[config.mk]
export PLATFORM = sky130hd
export DESIGN_NAME = pong_game_ctrl_flat
export DESIGN_NICKNAME = d
export VERILOG_FILES = /design/src/rtl/pong_pkg.sv /design/src/rtl/pong_game_ctrl_if.sv /design/src/rtl/sync_edge.sv /design/src/rtl/pong_game_ctrl.sv /design/src/flat_wrapper.sv
export SDC_FILE = /design/constraint.sdc
export NUM_CORES = 1
export LEC_CHECK = 0
export ABC_AREA = 1
export CAP_MARGIN = 0
export CORE_MARGIN = 8
export CORE_UTILIZATION = 58
export CTS_BUF_LIST = sky130_fd_sc_hd__clkbuf_8
export DETAILED_ROUTE_END_ITERATION = 12
export GPL_TIMING_DRIVEN = 0
export PLACE_DENSITY = 0.92
export SYNTH_ARGS = -nofsm -noshare
export SYNTH_HDL_FRONTEND = slang
export SYNTH_SLANG_ARGS = --single-unit
export TNS_END_PERCENT = 30
[constraint.sdc]
create_clock -name clk -period 1.6 [get_ports clk]
set_clock_uncertainty 0.1 [all_clocks]
set_input_delay 0.16 -clock clk [delete_from_list [all_inputs] [get_ports clk]]
set_output_delay 0.16 -clock clk [all_outputs]
set_load 0.1 [all_outputs]
[src/rtl/pong_pkg.sv]
// Shared types and defaults for the pong match sequencer.
package pong_pkg;

  typedef enum logic [2:0] {
    IDLE  = 3'd0,
    SERVE = 3'd1,
    PLAY  = 3'd2,
    POINT = 3'd3,
    OVER  = 3'd4
  } state_t;

  localparam logic [1:0] WIN_NONE = 2'b00;
  localparam logic [1:0] WIN_P0   = 2'b01;
  localparam logic [1:0] WIN_P1   = 2'b10;

  localparam int DEF_WIN_SCORE    = 7;
  localparam int DEF_SERVE_FRAMES = 60;
  localparam int DEF_POINT_FRAMES = 90;

  // Conditioned single-cycle events; field order matches the sync_edge lane index.
  typedef struct packed {
    logic miss_r;
    logic miss_l;
    logic press;
    logic tick;
  } evt_t;

endpackage

[src/rtl/pong_game_ctrl_if.sv]
// Raw game inputs and sequencer outputs between the pong datapath and its controller.
interface pong_game_ctrl_if #(
  parameter int SCORE_W = 4
);
  logic               vsync;
  logic               start_n;
  logic               pause;
  logic               miss_left;
  logic               miss_right;
  logic               ball_hold;
  logic               ball_run;
  logic               serve_dir;
  logic [SCORE_W-1:0] score0;
  logic [SCORE_W-1:0] score1;
  logic [1:0]         winner;
  logic [2:0]         state;

  modport master (
    output vsync, start_n, pause, miss_left, miss_right,
    input  ball_hold, ball_run, serve_dir, score0, score1, winner, state
  );

  modport slave (
    input  vsync, start_n, pause, miss_left, miss_right,
    output ball_hold, ball_run, serve_dir, score0, score1, winner, state
  );
endinterface

[src/rtl/sync_edge.sv]
// 2-flop synchroniser followed by a registered edge detector; emits a 1-cycle pulse.
module sync_edge #(
  parameter bit RISE = 1'b0
) (
  input  logic clk,
  input  logic rst_n,
  input  logic d,
  output logic pulse
);
  // sh[1:0] synchronise, sh[2] holds the previous synced value
  logic [2:0] sh;

  always_ff @(posedge clk or negedge rst_n) begin
    if (!rst_n) begin
      sh    <= '0;
      pulse <= 1'b0;
    end else begin
      sh    <= {sh[1:0], d};
      pulse <= RISE ? (sh[1] & ~sh[2]) : (~sh[1] & sh[2]);
    end
  end
endmodule

[src/rtl/pong_game_ctrl.sv]
// Pong match sequencer: serve/rally/point phases, frame timing, scores and winner.
module pong_game_ctrl
  import pong_pkg::*;
#(
  parameter int WIN_SCORE    = DEF_WIN_SCORE,
  parameter int SCORE_W      = 4,
  parameter int SERVE_FRAMES = DEF_SERVE_FRAMES,
  parameter int POINT_FRAMES = DEF_POINT_FRAMES,
  parameter int FCNT_W       = 8
) (
  input  logic            clk,
  input  logic            rst_n,
  pong_game_ctrl_if.slave bus
);
  localparam int                 NUM_EVT    = 4;
  localparam logic [NUM_EVT-1:0] RISE_MASK  = 4'b1100;
  localparam logic [FCNT_W-1:0]  SERVE_LAST = FCNT_W'(SERVE_FRAMES - 1);
  localparam logic [FCNT_W-1:0]  POINT_LAST = FCNT_W'(POINT_FRAMES - 1);
  localparam logic [SCORE_W-1:0] WIN_S      = SCORE_W'(WIN_SCORE);

  logic [NUM_EVT-1:0] raw, pls;
  evt_t               evt;
  logic [1:0]         pause_sh;
  logic               pause_s;

  assign raw = {bus.miss_right, bus.miss_left, bus.start_n, bus.vsync};

  // lanes 0/1 are active-low (falling edge), lanes 2/3 are miss levels (rising edge)
  for (genvar i = 0; i < NUM_EVT; i++) begin : g_se
    sync_edge #(.RISE(RISE_MASK[i])) u_se (
      .clk   (clk),
      .rst_n (rst_n),
      .d     (raw[i]),
      .pulse (pls[i])
    );
  end

  assign evt = evt_t'(pls);

  always_ff @(posedge clk or negedge rst_n) begin
    if (!rst_n) pause_sh <= '0;
    else        pause_sh <= {pause_sh[0], bus.pause};
  end
  assign pause_s = pause_sh[1];

  state_t             st;
  logic [FCNT_W-1:0]  fcnt;
  logic [SCORE_W-1:0] score0, score1;
  logic [1:0]         winner;
  logic               ball_hold, ball_run, serve_dir;

  function automatic logic [SCORE_W-1:0] sat_inc(input logic [SCORE_W-1:0] v);
    return (v >= WIN_S) ? v : v + 1'b1;
  endfunction

  always_ff @(posedge clk or negedge rst_n) begin
    if (!rst_n) begin
      st        <= IDLE;
      fcnt      <= '0;
      score0    <= '0;
      score1    <= '0;
      winner    <= WIN_NONE;
      ball_hold <= 1'b1;
      ball_run  <= 1'b0;
      serve_dir <= 1'b0;
    end else begin
      case (st)
        IDLE, OVER: begin
          if (evt.press) begin
            st        <= SERVE;
            fcnt      <= '0;
            score0    <= '0;
            score1    <= '0;
            winner    <= WIN_NONE;
            serve_dir <= 1'b1;
            ball_hold <= 1'b1;
            ball_run  <= 1'b0;
          end
        end
        SERVE: begin
          if (evt.tick && !pause_s) begin
            if (fcnt == SERVE_LAST) begin
              st        <= PLAY;
              fcnt      <= '0;
              ball_hold <= 1'b0;
              ball_run  <= 1'b1;
            end else begin
              fcnt <= fcnt + 1'b1;
            end
          end
        end
        PLAY: begin
          ball_run <= !pause_s;
          if (evt.miss_l || evt.miss_r) begin
            st       <= POINT;
            fcnt     <= '0;
            ball_run <= 1'b0;
            if (evt.miss_l && evt.miss_r) begin
              serve_dir <= ~serve_dir;
            end else if (evt.miss_l) begin
              score1    <= sat_inc(score1);
              serve_dir <= 1'b0;
            end else begin
              score0    <= sat_inc(score0);
              serve_dir <= 1'b1;
            end
          end
        end
        POINT: begin
          if (evt.tick && !pause_s) begin
            if (fcnt == POINT_LAST) begin
              fcnt      <= '0;
              ball_hold <= 1'b1;
              if (score0 == WIN_S) begin
                st     <= OVER;
                winner <= WIN_P0;
              end else if (score1 == WIN_S) begin
                st     <= OVER;
                winner <= WIN_P1;
              end else begin
                st <= SERVE;
              end
            end else begin
              fcnt <= fcnt + 1'b1;
            end
          end
        end
        default: begin
          st        <= IDLE;
          fcnt      <= '0;
          ball_hold <= 1'b1;
          ball_run  <= 1'b0;
        end
      endcase
    end
  end

  assign bus.ball_hold = ball_hold;
  assign bus.ball_run  = ball_run;
  assign bus.serve_dir = serve_dir;
  assign bus.score0    = score0;
  assign bus.score1    = score1;
  assign bus.winner    = winner;
  assign bus.state     = st;
endmodule

[src/flat_wrapper.sv]
// flat-port wrapper written by rule: the top's interface ports become plain ports
module pong_game_ctrl_flat import pong_pkg::*;
#(
  parameter int WIN_SCORE    = DEF_WIN_SCORE,
  parameter int SCORE_W      = 4,
  parameter int SERVE_FRAMES = DEF_SERVE_FRAMES,
  parameter int POINT_FRAMES = DEF_POINT_FRAMES,
  parameter int FCNT_W       = 8
)
  (clk, rst_n, bus_vsync, bus_start_n, bus_pause, bus_miss_left, bus_miss_right, bus_ball_hold, bus_ball_run, bus_serve_dir, bus_score0, bus_score1, bus_winner, bus_state);
  pong_game_ctrl_if #(.SCORE_W(SCORE_W)) bus_i ();
  input  logic clk;
  input  logic rst_n;
  input wire logic [$bits(bus_i.vsync)-1:0] bus_vsync;
  input wire logic [$bits(bus_i.start_n)-1:0] bus_start_n;
  input wire logic [$bits(bus_i.pause)-1:0] bus_pause;
  input wire logic [$bits(bus_i.miss_left)-1:0] bus_miss_left;
  input wire logic [$bits(bus_i.miss_right)-1:0] bus_miss_right;
  output wire logic [$bits(bus_i.ball_hold)-1:0] bus_ball_hold;
  output wire logic [$bits(bus_i.ball_run)-1:0] bus_ball_run;
  output wire logic [$bits(bus_i.serve_dir)-1:0] bus_serve_dir;
  output wire logic [$bits(bus_i.score0)-1:0] bus_score0;
  output wire logic [$bits(bus_i.score1)-1:0] bus_score1;
  output wire logic [$bits(bus_i.winner)-1:0] bus_winner;
  output wire logic [$bits(bus_i.state)-1:0] bus_state;
  assign bus_i.vsync = bus_vsync;
  assign bus_i.start_n = bus_start_n;
  assign bus_i.pause = bus_pause;
  assign bus_i.miss_left = bus_miss_left;
  assign bus_i.miss_right = bus_miss_right;
  assign bus_ball_hold = bus_i.ball_hold;
  assign bus_ball_run = bus_i.ball_run;
  assign bus_serve_dir = bus_i.serve_dir;
  assign bus_score0 = bus_i.score0;
  assign bus_score1 = bus_i.score1;
  assign bus_winner = bus_i.winner;
  assign bus_state = bus_i.state;
  pong_game_ctrl #(.WIN_SCORE(WIN_SCORE), .SCORE_W(SCORE_W), .SERVE_FRAMES(SERVE_FRAMES), .POINT_FRAMES(POINT_FRAMES), .FCNT_W(FCNT_W)) u_core (.clk(clk), .rst_n(rst_n), .bus(bus_i));
endmodule
==> flow_metrics.tcl <==
set metrics [dict create \
    path_clk_slew_ns 0.09 \
    min_from "bus_pause" \
    core_area_um2 3390 \
    grtUsageTotal 0.1640 \
    async_flop_share 1.000 \
    netlist_instances 258 \
    synth_nets 269 \
    cts_tree "built" \
    fin_nets 308 \
    drt_wl_total_um 4521 \
    drtPass1Iterations 4 \
    start_util 0.6102 \
    dp_worst_setup_slack_ns -0.3010 \
    holdWs_ns 0.1856 \
    remaining_drc_errors 0 \
    ant_nets 0 \
    antenna_found_initial 0 \
    violations "setup timing" \
    synth_top_area_share 0.4961 \
    detailroute.wirelength.met2_um 2178 \
    p_sw_w 0.001522 \
    die_w_um 75.72 \
    path_class "reg -> reg" \
    yosysSeqAreaShare 0.5088 \
    clock-sinks 42 \
    syn_to_final_growth_pct 27.59 \
    overflow 0 \
    final_cells 344 \
    hp-class "in -> reg" \
    highest_layer "met4" \
    power_density_nw_per_um2 1296 \
    rows 21 \
    start_kind "register" \
    htree_levels 2 \
    clkPwrFrac 0.212 \
    period_share 1.009 \
    total_leakage_power_nw 1.233 \
    final-hold-violation-count 0 \
    grt_pass1_vias 1636 \
    die_h_um 75.72 \
    port_buffers 22 \
    cap_violations 0 \
    synth_area_um2 2068 \
    vdd_drop_max_v 0.001034 \
    r2r-start "u_core.bus.state[0]" \
    clock_path_buffers 2 \
    fin_ws_ns -0.01438 \
    n_antenna_cell 0 \
    ioPinCount 23 \
    comb_power_share 0.390 \
    synth_common_cells "nand2_1, dfrtp_1, nor2_1" \
    yosysMostFrequentCell "nand2_1" \
    internal_power_w 0.001898 \
    vias_per_cell 5.314 \
    avgSynthCellArea_um2 8.016 \
    rsz0062_at_grt "true" \
    wl_per_cell_um 13.14 \
    grt_pass1_wl_um 7148 \
    drt-initial-drc-count 181 \
    synth_warnings 0 \
    total_power_w 0.003421 \
    die_area_um2 5733 \
    synth_area_leaders "dfrtp_1, nand2_1, nor2_1" \
    numCtsBuffers 5 \
    status "complete, but fails checks" \
    setup_violations 1 \
    gp_congestion 0.9654 \
    slew_headroom 0.4189 \
    grt_max_degree 43 \
    drv_slew 0 \
    cp.arrival_ns 1.71 \
    dp.cells 326 \
    post-route-min-period_ns 1.614 \
    seq_power_share 0.397 \
    final_layout_size_suffix_gt1_frac 0.3087 \
    fmax_mhz 619.4 \
    vias 1828 \
    critPathLaunch "u_core.bus.state[0]" \
    tightest_slew_ns 0.8716 \
    end_kind "register" \
    clock-root-buffer "clkbuf_8" \
    sw_frac_of_total 0.4450 \
    ys.flop_type "dfrtp_1" \
    dp_hpwl_um 2962 \
    synth-seq-cells 42 \
    crit_required_ns 1.70 \
    crit_fanout 5 \
    clk_latency_ns 0.31 \
    synth_top_area_cell "dfrtp_1" \
    wl_met3_um 230 \
    synth-edff-count 0 \
    met1_length_um 2035 \
    yosysUniqueCellTypes 28 \
]
## path summary, 6_finish.rpt
kind / to / slack [ns] / depth (start not counted)
worst min register to register: u_core.g_se[2].u_se.sh[1] / 0.26 / 0
worst max-delay path: u_core.bus.score1[2] / -0.01 / 8
max in group asynchronous: u_core.bus.state[1] / 0.35 / 2
min in group asynchronous: u_core.bus.score0[1] / 0.41 / 2
worst max register to register: u_core.bus.score1[2] / -0.01 / 8
worst min-delay path: u_core.pause_sh[0] / 0.19 / 1
## power groups by stage
| stage | Clock [W] | Sequential [W] | Combinational (W) |
|---|---|---|---|
| finish | 0.000727 | 0.00136 | 0.00134 |
| detailed placement | 0 | 0.00135 | 0.00118 |
| global route | 0.000795 | 0.00138 | 0.00143 |
| global placement | 0 | 0.00134 | 0.00116 |
| floorplan | 0 | 0.00177 | 0.000475 |
| CTS | 0.000746 | 0.00133 | 0.00116 |
## logic make-up (layout without fill, tap and decap cells)
| group | after synthesis | count (layout) | share of synthesized area |
|---|---|---|---|
| buffers and inverters | 32 | 72 | 0.06231 |
| flip-flops | 42 | 42 | 0.5088 |
| XOR/XNOR | 3 | 3 | 0.01271 |
| AO/OA/AOI/OAI | 23 | 23 | 0.06231 |
| AND/OR/NAND/NOR | 154 | 154 | 0.3297 |
| adder cells (fa/ha/maj) | 4 | 4 | 0.02420 |
## timing repair
action                                  4_1_cts  5_1_grt
pin swaps                                     2       11
endpoints found under the setup margin       26       24
endpoints found under the hold margin        41        0
hold buffers                                  1        0
setup buffers                                 0        9
resized for setup                            57       28
## flip-flops by register name (all words and copies together), names as in the netlist
register                cells
u_core.bus.ball_hold        1
u_core.bus.ball_run         1
u_core.bus.score0           4
u_core.bus.score1           4
u_core.bus.serve_dir        1
u_core.bus.state            3
u_core.bus.winner           2
u_core.fcnt                 8
u_core.g_se.u_se.pulse      4
u_core.g_se.u_se.sh        12
u_core.pause_sh             2
## routing by layer
layer,vias to the layer above,GRT usage
li1,892,-
met1,875,0.2029
met2,52,0.2617
met3,9,0.04342
met4,0,0.07463
met5,-,0
## layout make-up
| class | count | area [um^2] |
|---|---|---|
| clock inverters | 3 | 28.78 |
| fillers | 207 | 750.7 |
| repair buffers | 32 | 284.0 |
| multi-input cells | 184 | 985.9 |
| plain buffers | 2 | 16.27 |
| well taps | 46 | 57.56 |
| clock buffers | 5 | 68.82 |
| flip-flops and latches | 42 | 1084 |
| inverters | 30 | 113.9 |
## stage by stage
| stage | utilization | instance area (um^2) | setup TNS [ns] |
|---|---|---|---|
| 2_1_floorplan | - | 2115 | -0.9475 |
| 5_1_grt | 0.7785 | 2639 | -0.7072 |
| 3_3_place_gp | 0.7058 | 2392 | -34.42 |
| 3_5_place_dp | 0.7043 | 2387 | -3.403 |
| 4_1_cts | 0.7390 | 2505 | -0.2420 |
| 6_report | 0.7785 | 2639 | -0.01438 |
## worst max-delay path: stages, from the launching register on
cell      delay, ns
dfrtp_4        0.53
inv_2          0.10
nand3_2        0.14
clkinv_2       0.12
nor2_1         0.07
a21oi_2        0.21
nand2_2        0.12
nand2_1        0.07
nand2_1        0.05
## cell usage in the layout, fill, tap and decap left out, types with 3 or more instances in the layout
master            n
clkdlybuf4s18_2   3
nand2_1          67
inv_1            23
clkbuf_8          5
nor2_1           34
clkdlybuf4s50_1   5
buf_2             5
nand4_1           5
buf_4             9
o21ai_1          10
nor2_4            4
nand2_4           3
dfrtp_1          28
dfrtp_4           6
o21ai_0           7
clkdlybuf4s15_2   9
nand3_1          17
nand3_2           6
dfrtp_2           7
nor2_2            4
inv_2             6
or2_2             3
xor2_1            3
nand2_2           9
Note: power is estimated with default switching activity, not from simulation.
